===== config.mk =====
export PLATFORM = sky130hd
export DESIGN_NAME = yj_fifo_wr_arbiter
export DESIGN_NICKNAME = d
export VERILOG_FILES = /design/src/rtl/yj_fifo_arb_pkg.sv /design/src/rtl/basic_reg_clk_p.sv /design/src/rtl/yj_rr_pick.sv /design/src/rtl/yj_fifo_wr_arbiter.sv
export SDC_FILE = /design/constraint.sdc
export NUM_CORES = 1
export LEC_CHECK = 0
export CAP_MARGIN = 20
export CORE_ASPECT_RATIO = 0.75
export CORE_MARGIN = 8
export CORE_UTILIZATION = 40
export CTS_CLUSTER_DIAMETER = 120
export CTS_CLUSTER_SIZE = 8
export DETAILED_ROUTE_END_ITERATION = 10
export PLACE_DENSITY = 0.91
export SLEW_MARGIN = 5
export SYNTH_ARGS = -nofsm -noshare
export SYNTH_HDL_FRONTEND = slang
export SYNTH_SLANG_ARGS = --single-unit

===== constraint.sdc =====
create_clock -name CLK -period 2.55 [get_ports CLK]
set_input_delay 0.6375 -clock CLK [delete_from_list [all_inputs] [get_ports CLK]]
set_output_delay 0.6375 -clock CLK [all_outputs]
set_load 0.02 [all_outputs]

===== src/rtl/yj_fifo_arb_pkg.sv =====
// Shared definitions for the FIFO write-port arbiter.
//   arb_state_e : FSM encoding (IDLE = 0, BURST = 1)
//   BCNT_W      : burst counter width (MAX_BURST <= 15 so it never wraps)
//   clog2       : elaboration-time ceil(log2(n)) for ID widths
package yj_fifo_arb_pkg;

  typedef enum logic {
    ST_IDLE  = 1'b0,
    ST_BURST = 1'b1
  } arb_state_e;

  localparam int BCNT_W = 4;

  function automatic int clog2(input int n);
    int r;
    r = 0;
    while ((1 << r) < n) r++;
    return r;
  endfunction

endpackage


===== src/rtl/basic_reg_clk_p.sv =====
// Posedge register with load enable and asynchronous active-low reset.
//   clk_i, rst_n_i : clock / async reset
//   en_i           : load d_i when high, hold otherwise
//   d_i, q_o       : data in / registered data out (resets to RST_VAL)
module basic_reg_clk_p #(
  parameter int           W       = 1,
  parameter logic [W-1:0] RST_VAL = '0
) (
  input  logic         clk_i,
  input  logic         rst_n_i,
  input  logic         en_i,
  input  logic [W-1:0] d_i,
  output logic [W-1:0] q_o
);

  always_ff @(posedge clk_i or negedge rst_n_i) begin
    if (!rst_n_i)  q_o <= RST_VAL;
    else if (en_i) q_o <= d_i;
  end

endmodule


===== src/rtl/yj_rr_pick.sv =====
// Combinational round-robin picker.
//   req_i : request vector
//   ptr_i : highest-priority index (must be < NREQ)
//   any_o : at least one request present
//   idx_o : first requesting index at or after ptr_i, searching cyclically
// Built as rotate-by-ptr, fixed-priority (lowest wins), then un-rotate.
module yj_rr_pick #(
  parameter int NREQ = 4,
  parameter int IDW  = 2
) (
  input  logic [NREQ-1:0] req_i,
  input  logic [IDW-1:0]  ptr_i,
  output logic            any_o,
  output logic [IDW-1:0]  idx_o
);

  logic [NREQ-1:0] rot;
  int              off;
  int              sum;

  always_comb begin
    rot = '0;
    for (int k = 0; k < NREQ; k++) begin
      int j;
      j = int'(ptr_i) + k;
      if (j >= NREQ) j = j - NREQ;
      rot[k] = req_i[j];
    end
    // descending scan so the lowest rotated position wins
    off = 0;
    for (int k = NREQ - 1; k >= 0; k--) begin
      if (rot[k]) off = k;
    end
    sum = int'(ptr_i) + off;
    if (sum >= NREQ) sum = sum - NREQ;
    idx_o = IDW'(sum);
    any_o = |req_i;
  end

endmodule


===== src/rtl/yj_fifo_wr_arbiter.sv =====
// Round-robin, burst-locked arbiter sharing one FIFO write port among NREQ
// requesters in the write clock domain. Each accepted word is registered
// together with its source ID.
//   CLK, RSTn   : write clock / async active-low reset
//   req_valid   : per-requester word available
//   req_data    : flattened data, slice i = [i*DW +: DW]
//   req_ready   : per-requester accept (transfer = valid & ready)
//   fifo_full   : conservative full flag, stalls all transfers
//   fifo_wen    : registered write strobe
//   fifo_wdata  : registered write data
//   fifo_wid    : registered source ID of fifo_wdata
//   grant_id    : granted requester (meaningful while busy)
//   busy        : FSM in BURST
module yj_fifo_wr_arbiter
  import yj_fifo_arb_pkg::*;
#(
  parameter int NREQ      = 4,
  parameter int DW        = 32,
  parameter int IDW       = (NREQ > 1) ? clog2(NREQ) : 1,
  parameter int MAX_BURST = 4
) (
  input  logic               CLK,
  input  logic               RSTn,
  input  logic [NREQ-1:0]    req_valid,
  input  logic [NREQ*DW-1:0] req_data,
  output logic [NREQ-1:0]    req_ready,
  input  logic               fifo_full,
  output logic               fifo_wen,
  output logic [DW-1:0]      fifo_wdata,
  output logic [IDW-1:0]     fifo_wid,
  output logic [IDW-1:0]     grant_id,
  output logic               busy
);

  arb_state_e        state_q;
  logic [IDW-1:0]    grant_q;
  logic [IDW-1:0]    rr_ptr_q;
  logic [BCNT_W-1:0] burst_cnt_q;

  logic              pick_any;
  logic [IDW-1:0]    pick_idx;
  logic              in_burst;
  logic              vld_g;
  logic [DW-1:0]     data_g;
  logic              xfer;
  logic              last_beat;
  logic [IDW-1:0]    nxt_ptr;
  logic [IDW+DW-1:0] pay_d;
  logic [IDW+DW-1:0] pay_q;

  yj_rr_pick #(.NREQ(NREQ), .IDW(IDW)) u_pick (
    .req_i (req_valid),
    .ptr_i (rr_ptr_q),
    .any_o (pick_any),
    .idx_o (pick_idx)
  );

  assign in_burst = (state_q == ST_BURST);

  // Granted-requester mux and ready decode. Indices >= NREQ never match,
  // so non-power-of-2 NREQ needs no extra guard.
  always_comb begin
    vld_g     = 1'b0;
    data_g    = '0;
    req_ready = '0;
    for (int i = 0; i < NREQ; i++) begin
      if (grant_q == IDW'(i)) begin
        vld_g        = req_valid[i];
        data_g       = req_data[i*DW +: DW];
        req_ready[i] = in_burst && !fifo_full;
      end
    end
  end

  assign xfer      = in_burst && !fifo_full && vld_g;
  assign last_beat = (burst_cnt_q == BCNT_W'(MAX_BURST - 1));
  assign nxt_ptr   = (grant_q == IDW'(NREQ - 1)) ? '0 : grant_q + 1'b1;

  always_ff @(posedge CLK or negedge RSTn) begin
    if (!RSTn) begin
      state_q     <= ST_IDLE;
      grant_q     <= '0;
      rr_ptr_q    <= '0;
      burst_cnt_q <= '0;
    end else begin
      case (state_q)
        ST_IDLE: begin
          if (pick_any) begin
            grant_q     <= pick_idx;
            burst_cnt_q <= '0;
            state_q     <= ST_BURST;
          end
        end
        ST_BURST: begin
          // full freezes everything, including a dropped valid
          if (!fifo_full) begin
            if (vld_g) burst_cnt_q <= burst_cnt_q + 1'b1;
            if (!vld_g || last_beat) begin
              state_q  <= ST_IDLE;
              rr_ptr_q <= nxt_ptr;
            end
          end
        end
        default: state_q <= ST_IDLE;
      endcase
    end
  end

  assign pay_d = {grant_q, data_g};

  basic_reg_clk_p #(.W(1)) u_wen_reg (
    .clk_i   (CLK),
    .rst_n_i (RSTn),
    .en_i    (1'b1),
    .d_i     (xfer),
    .q_o     (fifo_wen)
  );

  // payload holds on non-transfer cycles
  basic_reg_clk_p #(.W(IDW + DW)) u_pay_reg (
    .clk_i   (CLK),
    .rst_n_i (RSTn),
    .en_i    (xfer),
    .d_i     (pay_d),
    .q_o     (pay_q)
  );

  assign fifo_wid   = pay_q[IDW+DW-1:DW];
  assign fifo_wdata = pay_q[DW-1:0];
  assign grant_id   = grant_q;
  assign busy       = in_burst;

endmodule


==> results.py <==
metrics = {
    "place": {
        "placed_area_um2": 5180,
        "gp_weighted_congestion": 0.834,
        "hpwl_mm": 8.75,
        "portBuffers": 176,
    },
    "pwr": {
        "power_switching_share_pct": 42.7,
        "p_int_w": 0.00334,
        "combPwrFrac_pct": 71.5,
        "power.clock.fraction_pct": 6.7,
        "power_density_nw_per_um2": 1110,
        "peak_ir_drop_on_the_vdd_network_v": 0.000556,
        "power.static_leakage_nw": 2.41,
        "sequentialPowerShare_pct": 21.8,
        "switchingPower_w": 0.00249,
    },
    "drt": {
        "drt_iter0_drc": 174,
        "final_routed_wirelength_across_all_metal_layers_mm": 11.3,
        "drt_first_pass_iters": 4,
        "drc": 0,
        "avgRoutedWirePerCell_um": 17.4,
        "postRouteAntennaNets": 0,
        "viasPerCell": 5.30,
        "vias": 3440,
    },
    "global_route": {
        "antenna_found_initial": 0,
        "first_pass_grt_wire_length_mm": 18.2,
        "overflow": 0,
        "first_global_vias": 3612,
        "largest_net_degree_at_the_start_of_global_routing": 45,
        "grtUsageTotal_pct": 19.5,
    },
    "synth": {
        "proportion_of_synthesized_flip_flops_having_asynchronous_set_or_reset_pct": 100,
        "seq_area_frac_synth_pct": 33.8,
        "synth_ff_type": "sky130_fd_sc_hd__dfrtp_1",
        "syn_avg_cell_area_um2": 8.70,
        "synth_top_cells_by_area": "sky130_fd_sc_hd__dfrtp_1, sky130_fd_sc_hd__mux2_4, sky130_fd_sc_hd__a21oi_1",
        "synth_enable_flop_cells": 0,
        "synthesis.nets": 515,
        "synth-seq-cells": 44,
        "netlist_area_um2": 3260,
        "yosysWarnings": 0,
        "yosysTopAreaCell": "sky130_fd_sc_hd__dfrtp_1",
        "number_of_instances_in_the_synthesized_netlist": 374,
        "post_synth_num_cell_types": 39,
        "yosysTopAreaCellShare_pct": 33.8,
    },
    "die": {
        "die_area_um2": 11300,
        "chipWidth_um": 120,
        "placementRows": 28,
        "num_io_pins": 177,
        "core_area_um2": 7880,
        "height_of_the_chip_um": 94.1,
        "start_util_pct": 41.3,
    },
    "layout": {
        "layout-drive-gt1-share_pct": 12.5,
        "antenna-diode-count": 0,
        "top_library_cells_by_usage_in_the_layout_fill_and_taps_aside": "sky130_fd_sc_hd__clkdlybuf4s50_1, sky130_fd_sc_hd__a21oi_1, sky130_fd_sc_hd__dfrtp_1",
        "finish.net_count": 687,
        "final.fill_count": 650,
        "syn2layout_area_growth_pct": 61.3,
        "mostFrequentLayoutCell": "sky130_fd_sc_hd__clkdlybuf4s50_1",
        "finish.instance_area_um2": 5250,
    },
    "critical_path": {
        "cp_top_family": "compound AO/OA/AOI/OAI gates",
        "required_ns": 2.76,
        "critical-path-slowest-cell": "sky130_fd_sc_hd__clkdlybuf4s50_1",
        "worst_setup_path_start_kind": "input pin",
        "timing.critical_path.slowest_cell_delay_ns": 0.55,
        "arrival_ns": 2.61,
        "worst_setup_path_end_kind": "flip-flop",
        "path_class": "in2reg",
        "number_of_buffers_and_inverters_on_the_critical_path": 1,
        "critical_path_peak_fanout": 6,
        "worstPathCellList": "clkdlybuf4s50_1 > nand2_1 > a2bb2oi_1 > o211ai_1 > o31a_1 > ha_2 > xnor2_1 > or4_1 > a31oi_1",
    },
    "sta": {
        "unrepaired_setup_endpoints_after_global_routing": "false",
        "tightest_slew_ns": 0.572,
        "finalSetupTns_ns": 0,
        "final_critical_period_ns": 2.40,
        "finalHoldViolations": 0,
        "finalMaxSlewViolations": 0,
        "layout_worst_path_cycle_share_pct": 94.0,
        "clock.fmax_mhz": 417,
        "timing.clock.skew_ns": 0.00952,
        "max_slew_margin_pct": 61.8,
        "setup_viol_count_final": 0,
    },
    "clocking": {
        "number_of_buffers_added_for_setup_after_cts": 0,
        "cts.reportedPaths.clkPinSlew_ns": 0.08,
        "worst_skew_pair.late_latency_ns": 0.29,
        "cts_root_buf": "sky130_fd_sc_hd__clkbuf_8",
        "cts_tree": "yes",
        "cts_num_sinks": 44,
        "ctsHtreeMaxLevel": 2,
        "number_of_buffers_added_by_the_clock_tree_synthesis_step": 5,
        "clk_path_buf_depth": 2,
    },
    "run_status": {
        "outcome": "completed",
    },
    "run": {
        "maxCapViolations": 0,
    },
    "worst_hold_path": {
        "worst_hold_path_type": "in2async",
    },
}
-- stage by stage --
step                      setup WS, ns  instances  hold WS (ns)  power, W  util, %
after floorplan                  0.232        374         0.342   0.00399        -
after global placement          -0.199        644         0.467   0.00531     65.7
after detailed placement        -0.261        644         0.481   0.00545     65.7
after CTS                       0.0323        649         0.450   0.00586     66.6
after global routing            0.0546        649         0.469   0.00628     66.6
final                            0.154        649         0.426   0.00583     66.6
-- flip-flops by register name, summed over array words and instances, names as in the netlist --
register       flops
u_wen_reg.q_o      1
grant_id           2
rr_ptr_q           2
burst_cnt_q        4
u_pay_reg.q_o     34
busy               1
-- logic make-up after synthesis --
| group | after synthesis | synth area share, % |
|---|---|---|
| AO/OA/AOI/OAI | 147 | 28.0 |
| flip-flops | 44 | 33.8 |
| adder cells (fa/ha/maj) | 6 | 2.31 |
| AND/OR/NAND/NOR | 67 | 9.92 |
| XOR/XNOR | 1 | 0.269 |
| buffers and inverters | 69 | 8.88 |
| multiplexers | 40 | 16.8 |
-- power by group through the flow --
| stage | registers, W | clock network [W] | logic, W |
|---|---|---|---|
| after floorplan | 0.00158 | 0 | 0.00242 |
| after global placement | 0.00126 | 0 | 0.00405 |
| after detailed placement | 0.00128 | 0 | 0.00418 |
| after CTS | 0.00127 | 0.000406 | 0.00419 |
| after global routing | 0.00132 | 0.000441 | 0.00452 |
| final | 0.00127 | 0.000391 | 0.00416 |
-- Yosys cell counts, types with 6 or more instances --
cell / n
sky130_fd_sc_hd__a21oi_1: 67
sky130_fd_sc_hd__a22o_1: 32
sky130_fd_sc_hd__buf_1: 10
sky130_fd_sc_hd__buf_2: 6
sky130_fd_sc_hd__clkbuf_1: 12
sky130_fd_sc_hd__dfrtp_1: 44
sky130_fd_sc_hd__ha_1: 6
sky130_fd_sc_hd__inv_1: 38
sky130_fd_sc_hd__mux2_1: 7
sky130_fd_sc_hd__mux2_4: 27
sky130_fd_sc_hd__nand2_1: 41
sky130_fd_sc_hd__o21ai_0: 36
-- path summary, 6_finish.rpt --
kind | from | endpoint | slack (ns) | depth (start not counted)
min in group CLK | burst_cnt_q[3] | burst_cnt_q[3] | 0.49 | 1
min | RSTn | u_pay_reg.q_o[26] | 0.43 | 2
max in group asynchronous | RSTn | u_pay_reg.q_o[6] | 1.73 | 2
max reg2reg | grant_id[0] | u_pay_reg.q_o[2] | 0.39 | 7
max | req_valid[3] | grant_id[1] | 0.15 | 9
min reg2reg | burst_cnt_q[3] | burst_cnt_q[3] | 0.49 | 1
-- what timing repair did --
item / 4_1_cts / 5_1_grt
gates resized for setup: 5 / 3
hold buffers: 0 / 0
setup endpoints to repair: 4 / 1
pin swaps: 0 / 3
gates cloned: 0 / 0
-- worst register-to-register path, cell delays in order, from the launching register on --
cell	delay (ns)
sky130_fd_sc_hd__dfrtp_1	0.45
sky130_fd_sc_hd__inv_1	0.13
sky130_fd_sc_hd__ha_2	0.28
sky130_fd_sc_hd__nor2b_1	0.30
sky130_fd_sc_hd__a211oi_4	0.10
sky130_fd_sc_hd__o21ai_4	0.22
sky130_fd_sc_hd__buf_12	0.22
sky130_fd_sc_hd__mux2_1	0.34
-- layout make-up --
| type | instances | area, µm² | share of cell area (%) |
|---|---|---|---|
| timing repair buffer | 196 | 1930 | 36.7 |
| multi-input combinational | 261 | 1880 | 35.8 |
| clock buffer | 5 | 68.8 | 1.31 |
| sequential | 44 | 1100 | 21.0 |
| inverter | 38 | 143 | 2.72 |
| tap | 105 | 131 | 2.50 |
-- per-layer routing --
metal,GRT usage (%),vias to the layer above,part of all wire (%)
li1,-,1649,-
met3,6.01,8,8.4
met1,23.2,1643,41
met2,34.2,140,49
met4,3.94,0,0.91
met5,0,-,0
(Power assumes the default switching activity.)
